==> src/rtl/board_io_pkg.sv <==
// Shared definitions for the board I/O shift-register drivers (74HC595 writer, 74HC165 reader).
// Holds the frame-sequencer state encoding and the default chain geometry.
package board_io_pkg;

   typedef enum logic [2:0] {
      ST_IDLE   = 3'd0,
      ST_LOAD   = 3'd1,
      ST_SETTLE = 3'd2,
      ST_HIGH   = 3'd3,
      ST_LOW    = 3'd4,
      ST_DONE   = 3'd5
   } shift_state_t;

   localparam int DEFAULT_WIDTH   = 16;
   localparam int DEFAULT_CLK_DIV = 4;

endpackage

==> src/rtl/control_74hc165_reader.sv <==
// Reads a chain of 74HC165 PISO registers: pulses PL, clocks CP and deserialises QH MSB-first.
// Every output is a register; data_out changes only in the DONE cycle alongside data_valid.
module control_74hc165_reader
   import board_io_pkg::*;
#(
   parameter int WIDTH   = DEFAULT_WIDTH,
   parameter int CLK_DIV = DEFAULT_CLK_DIV
) (
   input  logic             s_clk,
   input  logic             s_reset,
   input  logic             start,
   input  logic             data_in,
   output logic             load_n,
   output logic             data_clock,
   output logic [WIDTH-1:0] data_out,
   output logic             data_valid,
   output logic             busy
);

   // A one-cycle phase still needs a 1-bit counter to keep the compare well formed.
   localparam int DIV_W = (CLK_DIV > 1) ? $clog2(CLK_DIV) : 1;
   localparam int BIT_W = $clog2(WIDTH);
   localparam logic [DIV_W-1:0] DIV_LAST = DIV_W'(CLK_DIV - 1);
   localparam logic [BIT_W-1:0] BIT_LAST = BIT_W'(WIDTH - 1);

   shift_state_t     state_reg;
   logic [DIV_W-1:0] div_cnt;
   logic [BIT_W-1:0] bit_cnt;
   logic [WIDTH-1:0] shreg;
   logic             phase_end;

   assign phase_end = (div_cnt == DIV_LAST);

   always_ff @(posedge s_clk) begin
      if (s_reset) begin
         state_reg  <= ST_IDLE;
         div_cnt    <= '0;
         bit_cnt    <= '0;
         shreg      <= '0;
         load_n     <= 1'b1;
         data_clock <= 1'b0;
         data_out   <= '0;
         data_valid <= 1'b0;
         busy       <= 1'b0;
      end else begin
         data_valid <= 1'b0;

         // Every timed state leaves on phase_end, so wrapping here restarts the next phase at 0.
         if (state_reg == ST_IDLE || state_reg == ST_DONE || phase_end)
            div_cnt <= '0;
         else
            div_cnt <= div_cnt + 1'b1;

         case (state_reg)
            ST_IDLE: begin
               if (start) begin
                  state_reg <= ST_LOAD;
                  busy      <= 1'b1;
                  load_n    <= 1'b0;
               end
            end
            ST_LOAD: begin
               if (phase_end) begin
                  state_reg <= ST_SETTLE;
                  load_n    <= 1'b1;
               end
            end
            ST_SETTLE: begin
               if (phase_end) begin
                  shreg      <= {shreg[WIDTH-2:0], data_in};
                  bit_cnt    <= BIT_W'(1);
                  data_clock <= 1'b1;
                  state_reg  <= ST_HIGH;
               end
            end
            ST_HIGH: begin
               if (phase_end) begin
                  data_clock <= 1'b0;
                  state_reg  <= ST_LOW;
               end
            end
            ST_LOW: begin
               // Sampling on the last low cycle gives QH the longest settle before the next CP rise.
               if (phase_end) begin
                  shreg <= {shreg[WIDTH-2:0], data_in};
                  if (bit_cnt == BIT_LAST) begin
                     state_reg <= ST_DONE;
                  end else begin
                     bit_cnt    <= bit_cnt + 1'b1;
                     data_clock <= 1'b1;
                     state_reg  <= ST_HIGH;
                  end
               end
            end
            ST_DONE: begin
               data_out   <= shreg;
               data_valid <= 1'b1;
               busy       <= 1'b0;
               data_clock <= 1'b0;
               load_n     <= 1'b1;
               bit_cnt    <= '0;
               state_reg  <= ST_IDLE;
            end
            default: begin
               state_reg  <= ST_IDLE;
               busy       <= 1'b0;
               load_n     <= 1'b1;
               data_clock <= 1'b0;
            end
         endcase
      end
   end

endmodule

==> config.mk <==
export PLATFORM = sky130hd
export DESIGN_NAME = control_74hc165_reader
export DESIGN_NICKNAME = d
export VERILOG_FILES = /design/src/rtl/board_io_pkg.sv /design/src/rtl/control_74hc165_reader.sv
export SDC_FILE = /design/constraint.sdc
export NUM_CORES = 1
export LEC_CHECK = 0
export BUFFER_PORTS_ARGS = -buffer_cell sky130_fd_sc_hd__clkbuf_2
export CAP_MARGIN = 20
export CORE_MARGIN = 2
export CORE_UTILIZATION = 30
export DETAILED_ROUTE_END_ITERATION = 8
export SLEW_MARGIN = 20
export SYNTH_ARGS = -nofsm -noshare
export SYNTH_HDL_FRONTEND = slang
export SYNTH_SLANG_ARGS = --single-unit
export TNS_END_PERCENT = 100
==> constraint.sdc <==
create_clock -name s_clk -period 2.4 [get_ports s_clk]
set_input_delay 0.48 -clock s_clk [delete_from_list [all_inputs] [get_ports s_clk]]
set_output_delay 0.48 -clock s_clk [all_outputs]
set_load 0.05 [all_outputs]
Word level (Yosys, flattened, before mapping)
Index checks and enable logic that the tools add are counted.
Storage, ports and cells
  bits in registers: 45
  input bits: 4
  output and inout bits: 20
  word-level logic and storage cells: 63
Operators by class
  $add $sub $neg: 2
  equal/unequal tests: 13
  mux-type cells: 21
  bitwise gates (word level): 3
  reduce and logical (&&, ||, !) cells: 15
Operators by type and width (count)
  $mux 3: 6
  $pmux 3 s5: 1
  $mux 4: 3
  $ne 2x2->1 const B: 6
  $pmux 4 s3: 1
  $reduce_and 5->1: 2
  $mux 1: 7
  $eq 3x2->1 const B: 2
  $eq 3x3->1 const B: 2
  $reduce_or 2->1: 3
  $add 4x1->4 const B: 1
  $eq 4x4->1 const B: 1
  $pmux 1 s4: 1
  $reduce_and 2->1: 2
  $reduce_and 4->1: 1
  $reduce_or 4->1: 1
  $eq 3x1->1 const B: 1
  $logic_not 3->1: 1
  $not 1->1: 3
  $pmux 1 s3: 1
  $reduce_and 3->1: 1
  $reduce_bool 3->1: 1
  $reduce_or 3->1: 1
  $add 2x1->2 const B: 1
  other kinds (3): 4

Depth between registers and ports, before layout
Gate-level depths: netlist of the first run.
  depth after elaboration: 4
  mapped depth: 6
  depth with buffers taken out: 5

Least setup slack after synthesis of the first run
OpenSTA, ideal clock, no wires.
  kind: register to register
  start: register div_cnt[0]
  end: register shreg[10]
  library setup time: 128 ps
  arrival time: 1233 ps
  required time: 2272 ps
  setup slack: 1040 ps
  cell stages (with the launch flop): 7
  path buffers: 1
  period minus slack after synthesis: 1360 ps
  cell sequence: dfxtp_1 -> ha_1 -> nor2b_2 -> o21ai_4 -> buf_8 -> mux2i_1 -> nor2_1
Between the ends
  cells in the longest elaborated chain, start to end: 2
RTL lines
  start, declared: RTL line control_74hc165_reader.sv:27  | logic [DIV_W-1:0] div_cnt;
  start signal, assigned: RTL line control_74hc165_reader.sv:52  | div_cnt <= div_cnt + 1'b1;
  $eq 2x2->1: RTL line control_74hc165_reader.sv:32  | assign phase_end = (div_cnt == DIV_LAST);
  $reduce_and 2->1 (no line)
  end signal, assigned: RTL line control_74hc165_reader.sv:70  | shreg <= {shreg[WIDTH-2:0], data_in};
  end signal, assigned: RTL line control_74hc165_reader.sv:85  | shreg <= {shreg[WIDTH-2:0], data_in};
  end, declared: RTL line control_74hc165_reader.sv:29  | logic [WIDTH-1:0] shreg;
No other way between the ends.
A chain may end at the register's enable or synchronous reset.

Final worst setup path of the first run
  start: register state_reg[2]
  end: register data_out[1]
Between the ends
  cells in the longest elaborated chain, start to end: 1
RTL lines
  start, declared: RTL line control_74hc165_reader.sv:26  | shift_state_t state_reg;
  start signal, assigned: RTL line control_74hc165_reader.sv:36  | state_reg <= ST_IDLE;
  start signal, assigned: RTL line control_74hc165_reader.sv:57  | state_reg <= ST_LOAD;
  start signal, assigned: RTL line control_74hc165_reader.sv:64  | state_reg <= ST_SETTLE;
  $eq 3x3->1: RTL line control_74hc165_reader.sv:54  | case (state_reg)
  end signal, assigned: RTL line control_74hc165_reader.sv:96  | data_out <= shreg;
  end, declared: RTL line control_74hc165_reader.sv:15  | output logic [WIDTH-1:0] data_out,
No other way between the ends.

==> results of run 1 <==
cells in the mapped netlist, drive strengths merged:
master | instances | share of area
nand3b | 2 | 0.015
buf | 10 | 0.038
a31oi | 3 | 0.010
inv | 2 | 0.0040
a32oi | 1 | 0.0047
o21bai | 1 | 0.0040
a211oi | 3 | 0.012
clkbuf | 4 | 0.0081
a211o | 1 | 0.0047
nand2 | 38 | 0.077
and3 | 1 | 0.0034
dfxtp | 45 | 0.48
nand3 | 2 | 0.0054
nand4 | 1 | 0.0034
nor3 | 2 | 0.0054
o21ai | 7 | 0.025
mux2i | 17 | 0.092
xor2 | 1 | 0.0047
nor2 | 26 | 0.052
and2b | 1 | 0.0054
nor2b | 4 | 0.016
nand2b | 5 | 0.021
ha | 2 | 0.013
o22ai | 2 | 0.014
and2 | 1 | 0.0034
a21oi | 24 | 0.065
o22a | 2 | 0.0094
power by group through the flow:
stage	registers, mW	logic (mW)	clock network (mW)
after floorplan	0.788	0.0360	0
after global placement	0.779	0.0585	0
after detailed placement	0.779	0.0590	0
after CTS	0.762	0.0593	0.534
after global routing	0.764	0.0637	0.554
final	0.761	0.0581	0.510
layout by cell type (no fill, tap or decap):
master,synthesis,layout
dfxtp_1,45,45
nand2_1,38,38
nor2_1,26,26
a21oi_1,24,24
clkbuf_2,0,23
mux2i_1,17,17
clkbuf_8,0,7
o21ai_0,4,4
nand2b_1,4,4
a211oi_1,3,3
a31oi_1,3,3
nor2b_2,2,2
o21ai_1,2,2
o22a_1,2,2
nand3_1,2,2
nor3_1,2,2
nor2b_1,2,2
inv_1,2,2
ha_1,2,2
buf_4,2,2
and2_1,1,1
xor2_1,1,1
nand3b_4,1,1
nand2b_4,1,1
o22ai_4,1,1
nand4_1,1,1
o22ai_1,1,1
and2b_4,1,1
o21ai_4,1,1
o21bai_1,1,1
nand3b_1,1,1
a211o_1,1,1
a32oi_1,1,1
and3_1,1,1
clkinv_2,0,1
through the flow:
| stage | cell area, um^2 | power (mW) | utilization |
|---|---|---|---|
| 3_5_place_dp | 2000 | 0.838 | 0.336 |
| 4_1_cts | 2100 | 1.35 | 0.353 |
| 5_1_grt | 2100 | 1.38 | 0.353 |
| 3_3_place_gp | 2000 | 0.838 | 0.336 |
| 6_report | 2100 | 1.33 | 0.353 |
| 2_1_floorplan | 1860 | 0.824 | - |
area by class of cell:
type / count / area (um^2) / area share
clock buffers: 7 / 96.3 / 0.0459
well taps: 75 / 93.8 / 0.0447
clock inverters: 1 / 5.00 / 0.00238
flip-flops and latches: 45 / 901 / 0.429
multi-input cells: 147 / 866 / 0.412
repair buffers: 25 / 130 / 0.0620
inverters: 2 / 7.51 / 0.00358
worst min-delay path by stage:
stage / cells after the start / to
after floorplan: 1 / div_cnt[0]$_SDFF_PP0_
after global placement: 1 / div_cnt[0]$_SDFF_PP0_
after detailed placement: 1 / div_cnt[0]$_SDFF_PP0_
after CTS: 3 / shreg[0]$_SDFFE_PP0P_
after global routing: 3 / shreg[0]$_SDFFE_PP0P_
final: 1 / div_cnt[0]$_SDFF_PP0_
kinds of logic after synthesis:
group | synth area share
flip-flops | 0.485
adder cells (fa/ha/maj) | 0.0135
multiplexers | 0.0915
buffers and inverters | 0.0498
XOR/XNOR | 0.00471
AO/OA/AOI/OAI | 0.149
AND/OR/NAND/NOR | 0.207
metal layers:
layer | up-vias | wire length [um]
met5 | - | 0
met4 | 0 | 64
met3 | 5 | 144
met2 | 22 | 1480
met1 | 658 | 1740
li1 | 740 | -
==> results_dict.tcl, run 1 <==
set metrics [dict create \
    status "finished clean" \
    drive_gt1_frac 0.176 \
    leakagePower_nw 0.917 \
    crit_fanout 16 \
    cts_resized 0 \
    worst-path-stages 4 \
    die_w_um 82.7 \
    num_rows 28 \
    crit_path_end "data_out[1]$_SDFFE_PP0P_" \
    cts.clk_slew.worst_paths_ns 0.08 \
    clk_path_buf_depth 2 \
    global_route.usage.met2 0.167 \
    arrival_ns 2.05 \
    grt_util_all_layers 0.109 \
    worst_pin_slew_ns 0.652 \
    drc 0 \
    via_per_inst 4.72 \
    drt_iter0_drc 97 \
    dp.final_hpwl_um 2300 \
    synth_cell_types 37 \
    fin_skew_ns 0.00669 \
    cp_num_buf_inv 0 \
    clkPwrFrac 0.384 \
    syn_avg_cell_area_um2 8.94 \
    synth_cells 208 \
    fmax_mhz 548 \
    reg_top3 "data_out: 16 flops, shreg: 16 flops, bit_cnt: 4 flops" \
    final.setup.tns_ns 0 \
    crit-reg2reg-launch "state_reg[2]$_SDFFE_PP0P_" \
    met1_usage 0.147 \
    antennaDiodeCount 0 \
    hold_slack_ns 0.425 \
    syn_nets 214 \
    hold_path_startpoint "div_cnt[0]$_SDFF_PP0_" \
    crit_slowest_cell "dfxtp_1" \
    finalHoldViolCount 0 \
    dieArea_um2 6840 \
    drv_slew 0 \
    gp_congestion 0.710 \
    stdcell_count 302 \
    firstDrtPassIters 4 \
    rsz0062_at_grt "no" \
    p_per_area_nw_per_um2 633 \
    post-route-min-period_ns 1.83 \
    cts_tree "done" \
    grtUsageMet3 0.0239 \
    grt_first_pass_wirelength_um 5740 \
    p_int_mw 1.03 \
    critPathCaptureType "register" \
    cts_sinks 45 \
    switching_share 0.224 \
    grt_pass1_vias 1251 \
    dieHeight_um 82.7 \
    clock_latency_ns 0.29 \
    cts-root-buf "clkbuf_8" \
    top_usage_layer "met2" \
    grt_max_degree 32 \
    post-cts-setup-buffer-count 0 \
    totalWireLength_um 3440 \
    drv_cap 0 \
    start_util 0.312 \
    worst-setup-path-type "reg -> reg" \
    hp-class "reg -> reg" \
    ys_ff_latch 45 \
    min_period_over_period 0.761 \
    ys_seq_area_frac 0.485 \
    critical_path.max_stage_delay_ns 0.59 \
    ant_nets 0 \
    reg2reg_depth 4 \
    relSlewSlack 0.564 \
    placement.io_buffers 23 \
    cts_hold_buf 0 \
    crit_start "state_reg[2]$_SDFFE_PP0P_" \
    cp-start-kind "register" \
    setup_viol 0 \
    r2r_slack_ns 0.57 \
    overflow 0 \
    core_area_um2 5960 \
    pwr-share-seq 0.573 \
    vias 1425 \
    cp_top_family "simple AND/OR/NAND/NOR gates" \
    worst_slack_ns 0.574 \
    nets 232 \
    cp.required_ns 2.62 \
    mappedNetlistArea_um2 1860 \
    antenna_found_initial 0 \
    ir_drop_mv 0.372 \
    power_switching_mw 0.298 \
    fill_cells 659 \
    place_ws_ns 0.573 \
    pin_count 24 \
    cts-buffers-inserted 5 \
    pwr-share-comb 0.044 \
    avgRoutedWirePerCell_um 11.4 \
    area_growth_pct 12.9 \
    dp.cells 294 \
    r2r_end "data_out[1]$_SDFFE_PP0P_" \
    path_cells "nor2b_2, and2_1, nand2_1, a21oi_1" \
    htree_levels 2 \
    yosys_warnings 0 \
]
Note: power is estimated with default switching activity, not from simulation.
==> run 2, diff against run 1 <==
Clock period 2.4 ns to 1.56 ns, I/O delays scaled along.
==> results_dict.tcl, run 2 (synthesis gave the netlist of run 1 again) <==
set metrics [dict create \
    overflow 0 \
    hold_path_startpoint "data_in" \
    ant_nets 0 \
    avgRoutedWirePerCell_um 11.1 \
    cp-start-kind "register" \
    finalHoldViolCount 0 \
    die_w_um 82.7 \
    htree_levels 2 \
    cts-buffers-inserted 5 \
    via_per_inst 4.63 \
    clock_latency_ns 0.30 \
    grt_util_all_layers 0.108 \
    dieHeight_um 82.7 \
    crit_start "div_cnt[0]$_SDFF_PP0_" \
    fill_cells 624 \
    reg_top3 "data_out: 16 flops, shreg: 16 flops, bit_cnt: 4 flops" \
    rsz0062_at_grt "no" \
    worst-setup-path-type "reg -> reg" \
    core_area_um2 5960 \
    drv_slew 0 \
    hp-class "in -> reg" \
    pin_count 24 \
    final.setup.tns_ns 0 \
    arrival_ns 1.67 \
    setup_viol 0 \
    nets 242 \
    cts-root-buf "clkbuf_8" \
    min_period_over_period 0.932 \
    post-route-min-period_ns 1.45 \
    dp.final_hpwl_um 2360 \
    leakagePower_nw 0.963 \
    worst_pin_slew_ns 0.337 \
    drv_cap 0 \
    hold_slack_ns 0.249 \
    layout_common_cells "dfxtp_1, nand2_1, nor2_1" \
    num_rows 28 \
    cts_sinks 45 \
    cts_tree "done" \
    fmax_mhz 688 \
    firstDrtPassIters 4 \
    status "finished clean" \
    area_growth_pct 17.6 \
    crit_fanout 10 \
    worst_slack_ns 0.106 \
    start_util 0.312 \
    total_power_mw 2.01 \
    antennaDiodeCount 0 \
    relSlewSlack 0.776 \
    cp.required_ns 1.78 \
    placement.io_buffers 23 \
    final_common_cell "dfxtp_1" \
    drc 0 \
    critPathCaptureType "register" \
    ir_drop_mv 0.457 \
    dieArea_um2 6840 \
    antenna_found_initial 0 \
    place_ws_ns 0.0318 \
    grt_first_pass_wirelength_um 5640 \
    drt_iter0_drc 86 \
    utilization 0.367 \
    grt_pass1_vias 1253 \
    clk_path_buf_depth 2 \
    gp_congestion 0.773 \
    fin_skew_ns 0.00821 \
    totalWireLength_um 3480 \
    grt_max_degree 18 \
    cts.clk_slew.worst_paths_ns 0.09 \
    drive_gt1_frac 0.215 \
    crit-reg2reg-launch "div_cnt[0]$_SDFF_PP0_" \
    p_per_area_nw_per_um2 922 \
    vias 1444 \
]
==> run 2: cell count changes in the layout (fill, tap and decap cells not counted) <==
cell / before / now
buf_4: 2 / 10
clkbuf_8: 7 / 5
buf_12: 0 / 1
buf_6: 0 / 1
clkinv_2: 1 / 0
clkinv_4: 0 / 1
clkinvlp_4: 0 / 1
ha_1: 2 / 1
ha_2: 0 / 1
inv_6: 0 / 1
==> run 2: timing repair <==
item / in CTS / in global routing
endpoints found under the setup margin: 0 / 18
buffers inserted: 0 / 1
endpoints found under the hold margin: 0 / 0
hold buffers: 0 / 0
resized for setup: 0 / 2
==> run 2: final cells by class <==
class                           instances  area (um^2)  area share
Clock buffer                            5         68.8      0.0315
Multi-Input combinational cell        147          868       0.397
Sequential cell                        45          901       0.412
Inverter                                2         7.51     0.00343
Timing Repair Buffer                   35          221       0.101
Clock inverter                          3         25.0      0.0114
Tap cell                               75         93.8      0.0429
==> run 2: final timing paths <==
kind	to	slack, ns	cells past startpoint
max	bit_cnt[2]$_SDFFE_PP0P_	0.11	6
min	shreg[0]$_SDFFE_PP0P_	0.25	3
max reg2reg	bit_cnt[2]$_SDFFE_PP0P_	0.11	6
min reg2reg	div_cnt[0]$_SDFF_PP0_	0.43	1
==> run 2: metrics by stage <==
stage	cell area (um^2)	instances
after floorplan	1860	208
after global placement	2070	303
after detailed placement	2070	303
after CTS	2160	311
after global routing	2190	312
final	2190	312
==> run 2: report_power, final <==
part	switching [mW]	total [mW]	internal (mW)
logic	0.0659	0.0981	0.0322
registers	0.00970	1.17	1.16
clock network	0.424	0.748	0.324
total	0.500	2.01	1.51
==> run 2: metal layers <==
metal,vias up,part of all wire,global-route usage
met2,19,0.43,0.160
li1,757,-,-
met5,-,0,0
met1,664,0.52,0.145
met3,4,0.035,0.0337
met4,0,0.014,0.0393
==> run 2: critical path, cell delays in order (launching register included) <==
cell and delay, ns:
dfxtp_1 0.34, ha_2 0.21, buf_6 0.15, nand3b_4 0.12, o22ai_4 0.26, a21oi_1 0.10
a211oi_1 0.20
==> run 3, diff against run 2 <==
Settings changed: CELL_PAD_IN_SITES_DETAIL_PLACEMENT set to 1, CELL_PAD_IN_SITES_GLOBAL_PLACEMENT set to 1, CORE_UTILIZATION 30 to 38, PLACE_DENSITY_LB_ADDON set to 0.1.
==> results_dict.tcl, run 3 (synthesis gave the netlist of run 1 again) <==
set metrics [dict create \
    status "finished clean" \
    num_rows 25 \
    dp.cells 293 \
    worst_pin_slew_ns 0.331 \
    ir_drop_mv 0.451 \
    utilization 0.472 \
    dieArea_um2 5470 \
    path_cells "ha_2, buf_6, nand3b_4, o22ai_4, a21oi_2, a211oi_1" \
    dp.final_hpwl_um 2830 \
    start_util 0.394 \
    firstDrtPassIters 6 \
    setup_viol 0 \
    crit_fanout 11 \
    cp-start-kind "register" \
    hp-class "in -> reg" \
    grt_pass1_vias 1516 \
    cts_tree "done" \
    drv_slew 0 \
    antennaDiodeCount 0 \
    clock_latency_ns 0.30 \
    area_growth_pct 19.9 \
    pin_count 24 \
    cts_hold_buf 0 \
    cp.required_ns 1.76 \
    layout_common_cells "dfxtp_1, nand2_1, nor2_1" \
    rsz0062_at_grt "no" \
    via_per_inst 4.97 \
    fill_cells 580 \
    stdcell_count 304 \
    fmax_mhz 702 \
    cp_num_buf_inv 1 \
    hold_path_startpoint "data_in" \
    cts.clk_slew.worst_paths_ns 0.09 \
    ant_nets 0 \
    antenna_found_initial 0 \
    crit_slowest_cell "dfxtp_2" \
    reg_top3 "data_out: 16 flops, shreg: 16 flops, bit_cnt: 4 flops" \
    core_area_um2 4720 \
    die_w_um 74.0 \
    worst-setup-path-type "reg -> reg" \
    leakagePower_nw 0.983 \
    cts-buffers-inserted 5 \
    drv_cap 0 \
    grt_first_pass_wirelength_um 6860 \
    min_period_over_period 0.913 \
    critPathCaptureType "register" \
    htree_levels 2 \
    critical_path.max_stage_delay_ns 0.34 \
    multi_input_area_um2 877 \
    clk_path_buf_depth 2 \
    final_common_cell "dfxtp_1" \
    post-route-min-period_ns 1.42 \
    crit-reg2reg-launch "div_cnt[0]$_SDFF_PP0_" \
    placement.io_buffers 23 \
    gp_congestion 0.760 \
    finalHoldViolCount 0 \
    grt_util_all_layers 0.162 \
    drt_iter0_drc 30 \
    relSlewSlack 0.779 \
    cts_sinks 45 \
    avgRoutedWirePerCell_um 13.2 \
    p_per_area_nw_per_um2 964 \
    crit_start "div_cnt[0]$_SDFF_PP0_" \
    vias 1510 \
    drive_gt1_frac 0.228 \
    cts-root-buf "clkbuf_8" \
    dieHeight_um 74.0 \
    overflow 0 \
    final.setup.tns_ns 0 \
    cp_top_family "compound AO/OA/AOI/OAI gates" \
    grt_max_degree 34 \
    arrival_ns 1.63 \
    totalWireLength_um 4010 \
    regArea_um2 903 \
    fin_skew_ns 0.00752 \
    drc 0 \
    nets 242 \
]
-- run 3: cell types whose count changed in the layout (fill, tap and decap cells not counted), moves of 2 or more --
| cell | previous run | this run |
|---|---|---|
| dfxtp_2 | 0 | 2 |
| dfxtp_1 | 45 | 43 |
| buf_4 | 10 | 8 |
| buf_12 | 1 | 3 |
-- run 3: per-layer routing --
metal / up-vias / track usage / wire length (um) / part of all wire
li1: 754 / - / - / -
met1: 717 / 0.183 / 1730 / 0.43
met2: 30 / 0.293 / 2040 / 0.51
met3: 9 / 0.0407 / 158 / 0.039
met4: 0 / 0.0626 / 77 / 0.019
met5: - / 0 / 0 / 0
-- run 3: final cells by class --
| type | instances | area share |
|---|---|---|
| clock buffer | 6 | 0.0325 |
| inverter | 2 | 0.00337 |
| timing repair buffer | 35 | 0.111 |
| tap | 67 | 0.0376 |
| multi-input combinational | 147 | 0.393 |
| clock inverter | 2 | 0.0174 |
| sequential | 45 | 0.405 |
-- run 3: worst paths after layout --
kind	end	slack (ns)	depth (start not counted)
worst max-delay path	bit_cnt[3]$_SDFFE_PP0P_	0.14	6
worst min-delay path	shreg[0]$_SDFFE_PP0P_	0.27	3
worst max register to register	bit_cnt[3]$_SDFFE_PP0P_	0.14	6
worst min register to register	div_cnt[0]$_SDFF_PP0_	0.41	1
-- run 3: through the flow --
stage	hold WS [ns]	instance area [um^2]	setup slack (ns)	power, mW
final	0.268	2230	0.136	2.15
after CTS	0.256	2180	0.0258	2.17
after global routing	0.258	2230	0.0223	2.25
after detailed placement	0.416	2070	0.0434	1.30
after global placement	0.409	2070	0.105	1.30
after floorplan	0.399	1860	0.200	1.27
-- run 3: worst min-delay path: stages --
cell      delay (ns)
clkbuf_2        0.08
mux2i_1         0.05
nor2_1          0.08
-- run 3: repair_timing --
item / in CTS / in global routing
setup endpoints to repair: 0 / 24
buffers inserted: 0 / 3
resized for setup: 0 / 6
-- run 3: report_power, final --
group	internal [mW]	leakage, nW	switching [mW]	total [mW]
logic	0.0363	0.563	0.0654	0.102
registers	1.16	0.364	0.0146	1.17
clock network	0.481	0.0554	0.393	0.874
total	1.68	0.983	0.473	2.15
